`config.mk`:
```
export PLATFORM = sky130hd
export DESIGN_NAME = pipe_mem
export DESIGN_NICKNAME = d
export VERILOG_FILES = /design/src/rtl/pipe_mem_pkg.sv /design/src/rtl/pipe_mem_mem_wb_reg.sv /design/src/rtl/pipe_mem.sv
export SDC_FILE = /design/constraint.sdc
export NUM_CORES = 2
export LEC_CHECK = 0
export CAP_MARGIN = 5
export CORE_AREA = 10 10 501 454
export DETAILED_ROUTE_END_ITERATION = 10
export DIE_AREA = 0 0 511 464
export PLACE_DENSITY_LB_ADDON = 0.12
export REMOVE_ABC_BUFFERS = 1
export SLEW_MARGIN = 30
export SYNTH_ARGS = -nofsm -noshare
export SYNTH_HDL_FRONTEND = slang
export SYNTH_SLANG_ARGS = --single-unit
```
`constraint.sdc`:
```
create_clock -name clk -period 5.49 [get_ports clk]
set_input_delay 0.549 -clock clk [delete_from_list [all_inputs] [get_ports clk]]
set_output_delay 0.549 -clock clk [all_outputs]
set_load 0.005 [all_outputs]
```
`src/rtl/pipe_mem_pkg.sv`:
```
// pipe_mem_pkg: shared CPU constants and pipeline-register bundles for the MEM stage.
package pipe_mem_pkg;

    localparam int DEF_DMEM_AW    = 6;
    localparam int DEF_DMEM_DEPTH = 2 ** DEF_DMEM_AW;
    localparam int WORD_OFS       = 2;

    typedef struct packed {
        logic        wreg;
        logic        m2reg;
        logic        wmem;
        logic [4:0]  wn;
        logic [31:0] alu;
        logic [31:0] di;
    } ex_mem_t;

    typedef struct packed {
        logic        wreg;
        logic        m2reg;
        logic [4:0]  wn;
        logic [31:0] alu;
        logic [31:0] mo;
    } mem_wb_t;

endpackage

```
`src/rtl/pipe_mem_mem_wb_reg.sv`:
```
// MEM_WB_reg: MEM/WB pipeline register, cleared asynchronously by clrn.
module MEM_WB_reg
    import pipe_mem_pkg::*;
(
    input  logic    clk,
    input  logic    clrn,
    input  mem_wb_t d_i,
    output mem_wb_t q_o
);

    always_ff @(posedge clk or negedge clrn) begin
        if (!clrn) q_o <= '0;
        else       q_o <= d_i;
    end

endmodule

```
`src/rtl/pipe_mem.sv`:
```
// pipe_mem: EX/MEM register, word-addressed data memory and MEM/WB hand-off.
module pipe_mem
    import pipe_mem_pkg::*;
#(
    parameter int DMEM_AW    = DEF_DMEM_AW,
    parameter int DMEM_DEPTH = DEF_DMEM_DEPTH
) (
    input  logic        clk,
    input  logic        clrn,
    input  logic        EXwreg,
    input  logic        EXm2reg,
    input  logic        EXwmem,
    input  logic [4:0]  EXwn,
    input  logic [31:0] EXaluResult,
    input  logic [31:0] EXdi,
    output logic        MEMwreg,
    output logic [4:0]  MEMwn,
    output logic [31:0] MEMaluResult,
    output logic        MEMaddrErr,
    output logic        WBwreg,
    output logic        WBm2reg,
    output logic [4:0]  WBwn,
    output logic [31:0] WBaluResult,
    output logic [31:0] WBmo
);

    ex_mem_t             ex_mem_d, ex_mem_q;
    mem_wb_t             mem_wb_d, mem_wb_q;
    logic [31:0]         dmem [DMEM_DEPTH];
    logic [DMEM_AW-1:0]  idx;
    logic                we;

    assign ex_mem_d = '{wreg: EXwreg, m2reg: EXm2reg, wmem: EXwmem,
                        wn: EXwn, alu: EXaluResult, di: EXdi};

    always_ff @(posedge clk or negedge clrn) begin
        if (!clrn) ex_mem_q <= '0;
        else       ex_mem_q <= ex_mem_d;
    end

    assign idx        = ex_mem_q.alu[DMEM_AW+WORD_OFS-1:WORD_OFS];
    assign MEMaddrErr = (ex_mem_q.wmem | ex_mem_q.m2reg) & (|ex_mem_q.alu[WORD_OFS-1:0]);
    // reset zeroes wmem asynchronously, so an in-flight store is dropped without extra gating
    assign we         = ex_mem_q.wmem & ~MEMaddrErr;

    always_ff @(posedge clk) begin
        if (we) dmem[idx] <= ex_mem_q.di;
    end

    assign mem_wb_d = '{wreg: ex_mem_q.wreg & ~MEMaddrErr, m2reg: ex_mem_q.m2reg,
                        wn: ex_mem_q.wn, alu: ex_mem_q.alu, mo: dmem[idx]};

    MEM_WB_reg u_mem_wb (
        .clk  (clk),
        .clrn (clrn),
        .d_i  (mem_wb_d),
        .q_o  (mem_wb_q)
    );

    assign MEMwreg      = ex_mem_q.wreg;
    assign MEMwn        = ex_mem_q.wn;
    assign MEMaluResult = ex_mem_q.alu;
    assign WBwreg       = mem_wb_q.wreg;
    assign WBm2reg      = mem_wb_q.m2reg;
    assign WBwn         = mem_wb_q.wn;
    assign WBaluResult  = mem_wb_q.alu;
    assign WBmo         = mem_wb_q.mo;

endmodule

```
==> results.toml <==
[critical_path]
crit_type = "reg -> reg"
regToRegStartpoint = "MEMaluResult[5]"
cp_data_arrival_time_ns = 4.49
crit_path_max_fanout = 19
reg2reg_slack_ns = 1.50
crit_path_start_kind = "flip-flop"
rr_worst_depth = 5
endpoint_kind = "flip-flop"
r2r_end = "dmem[41][9]"
crit_required_ns = 6.00

[drt]
wl_per_cell_um = 33.9
vias_per_cell = 5.86
dr.pass1.iters = 5
vias = 46100
routed_wl_um = 267000
drtIter0Drc = 5252
drc = 0
drt.antenna.violating_nets = 0

[grt]
grt_max_degree = 100
grt_pass1_vias = 45500
grt_pass1_wl_um = 371000
antenna_found_initial = 10
overflow = 0
gr-usage-all-layers_pct = 21.7

[timing]
whs_ns = 0.112
drv_slew = 0
tns_ns = 0
maxSlewHeadroom_pct = 30.8
period_needed_ns = 3.99
layout_setup_ws_ns = 1.50
setup_violations = 0
hold_viol_final = 0
skew_ns = 0.0538
tightestPinTransition_ns = 1.04
fmax_ghz = 0.251
grt_setup_unrepaired = "no"
min_period_over_period_pct = 72.7

[clock_network]
clk_pin_slew_ns = 0.06
clk_latency_ns = 0.88
clk_root_buffer_cell = "clkbuf_16"
cts_made_buffers = 224
htree_num_levels = 4
cts_buffer_depth = 3
postCtsSetupRepairBufs = 0
cts_tree = "built"
cts.sinks = 2191

[pwr]
power_density_nw_per_um2 = 372
power_w = 0.0355
p_leak_nw = 30.0
ir_worst_vdd_uv = 272

[yosys]
synthXorXnorAreaFrac_pct = 0
synthAdderAreaFrac_pct = 0
synth_flop_cell = "edfxtp_1"
yosys_warnings = 0
syn_inst = 4531
yosysSeqAreaShare_pct = 79.5
synth-simple-area-share_pct = 2.25
synth_top_family_by_area = "compound AO/OA/AOI/OAI gates"
synth_mux_area_share_pct = 4.38
netlist-cell-type-count = 56
synth_compound_area_share_pct = 11.4
synth_seq_cells = 2191
syn-cell-area_um2 = 81800
synth-edff-count = 2048
syn_area_per_cell_um2 = 18.1
async_flop_share_pct = 6.53

[layout]
drive_above_1_share_pct = 15.7
fin_nets = 4865
synthToLayoutAreaGrowth_pct = 16.7
final_cell_area_um2 = 95500

[placed_design]
gp_congestion = 0.794
placed_cell_area_um2 = 88200
portBuffers = 183
dpl.hpwl_um = 155000
dpl_worst_slack_ns = 1.41

[hold_path]
hold_depth = 1
hp-class = "in -> reg"
min_to = "ex_mem_q[25]"
hold_start = "EXdi[25]"

[outcome]
run_status = "complete, no violations"

[floorplan]
die_height_um = 464
die_w_um = 511
core_um2 = 216000
die-area_um2 = 237000
start_util_pct = 37.8
design.portCount = 184
row_count = 162

[flow_run]
max-cap-violations = 0
==> flip-flops by register name (all words and copies together) (netlist names) <==
name          flops
MEMwreg           1
MEMaluResult     32
MEMwn             5
dmem           2048
ex_mem_q         34
u_mem_wb.q_o     71
==> per-stage QoR <==
step | utilization (%) | std cells
final | 44.1 | 7862
after global routing | 44.1 | 7860
after CTS | 44.1 | 7858
after detailed placement | 40.8 | 7433
after global placement | 40.7 | 7429
after floorplan | - | 4164
==> worst max path at each step <==
stage / startpoint / endpoint / slack [ns] / cells after the start
2_1_floorplan: MEMaluResult[4] / u_mem_wb.q_o[10] / -21.96 / 6
3_3_place_gp: MEMaluResult[4] / u_mem_wb.q_o[6] / 1.09 / 7
3_5_place_dp: MEMaluResult[3] / dmem[0][4] / 1.41 / 5
4_1_cts: MEMaluResult[3] / dmem[0][4] / 1.39 / 5
5_1_grt: MEMaluResult[5] / dmem[41][3] / 1.39 / 5
6_report: MEMaluResult[5] / dmem[41][9] / 1.50 / 5
==> report_power, final <==
group	leakage [nW]	switching [W]	total, W	internal, W
combinational	6.43	0.00130	0.00190	0.000600
sequential	20.0	0.000112	0.0185	0.0184
clock	3.54	0.00661	0.0152	0.00854
==> synth_stat cells (all sizes together), types with 2 or more instances <==
| library cell | instances | area [um^2] |
|---|---|---|
| edfxtp | 2048 | 61500 |
| a22oi | 343 | 2570 |
| a221oi | 327 | 2890 |
| buf | 277 | 1600 |
| mux2i | 180 | 1800 |
| nor2 | 178 | 671 |
| a21oi | 159 | 796 |
| dfrtp | 143 | 3580 |
| o22ai | 132 | 826 |
| o21ai | 116 | 581 |
| clkbuf | 90 | 338 |
| nand2 | 73 | 274 |
| mux2 | 66 | 747 |
| a211oi | 64 | 480 |
| mux4 | 46 | 1040 |
| nor3 | 26 | 130 |
| o221ai | 25 | 219 |
| nand3 | 23 | 115 |
| a31oi | 21 | 131 |
| nor2b | 17 | 106 |
| a2111oi | 16 | 140 |
| a221o | 14 | 140 |
| a22o | 14 | 123 |
| nor4 | 13 | 81.3 |
| o2bb2ai | 12 | 105 |
| or3 | 11 | 68.8 |
| or4 | 10 | 75.1 |
| nand2b | 9 | 56.3 |
| nand3b | 9 | 67.6 |
| nand4 | 9 | 56.3 |
| o2111ai | 8 | 70.1 |
| a2bb2oi | 7 | 61.3 |
| a222oi | 5 | 50.1 |
| and2 | 5 | 31.3 |
| a31o | 4 | 35.0 |
| a32o | 4 | 40.0 |
| nor4bb | 4 | 40.0 |
| o211a | 4 | 40.0 |
| o32ai | 4 | 35.0 |
| inv | 3 | 11.3 |
| nor3b | 3 | 22.5 |
| and3 | 2 | 12.5 |
| and3b | 2 | 17.5 |
| o22a | 2 | 17.5 |
==> per-layer routing <==
layer,global-route usage (%),share of wire (%),vias to the layer above
met4,5.19,2.4,0
met2,34.4,46,1765
li1,-,-,19400
met5,0,0,-
met3,3.53,6.2,336
met1,31.4,45,24600
==> area by class of cell <==
cell class | instances | area, um^2
antenna | 3 | 7.51
clock buffer | 301 | 6050
clock inverter | 123 | 1190
fill | 18800 | 121000
inverter | 3 | 16.3
multi-input combinational | 1970 | 15400
sequential | 2191 | 65100
tap | 2870 | 3590
timing repair buffer | 401 | 4070
==> layout by cell type (no fill, tap or decap), types with 10 or more instances in the layout <==
cell / count
buf_4: 169
nor2b_1: 13
a22oi_1: 343
o221ai_1: 25
mux2i_1: 180
a31oi_1: 21
nor2_1: 110
or4_1: 10
or3_1: 10
bufinv_16: 17
mux2_2: 57
a21oi_1: 159
dfrtp_2: 33
nor3_1: 24
clkbuf_16: 226
o21ai_1: 18
clkdlybuf4s50_1: 182
clkbuf_1: 64
edfxtp_1: 2048
nor2_4: 67
o21ai_0: 98
nand2_1: 69
a221oi_1: 323
a221o_1: 14
a22o_1: 14
o2bb2ai_1: 12
clkinv_1: 42
nand3_1: 21
clkinv_2: 43
clkbuf_8: 12
buf_12: 43
nor4_1: 12
dfrtp_1: 106
mux4_2: 46
o22ai_1: 132
a211oi_1: 64
==> critical path, stage by stage, from the launching register on <==
cell	delay [ns]
dfrtp_1	0.58
buf_4	0.40
nor2b_1	0.67
nand2_2	0.70
nor2_4	0.83
buf_4	0.42
==> cell families (layout without fill, tap and decap cells) <==
group	Yosys count	count (layout)
multiplexers	292	292
AND/OR/NAND/NOR	396	396
other	0	3
AO/OA/AOI/OAI	1282	1282
flip-flops	2191	2191
buffers and inverters	370	828
==> repair_timing <==
item,CTS,global route
hold buffers,1,0
hold endpoints to repair,60,0
endpoints found under the setup margin,0,0
gates resized for setup,0,0
Note: power is estimated with default switching activity, not from simulation.
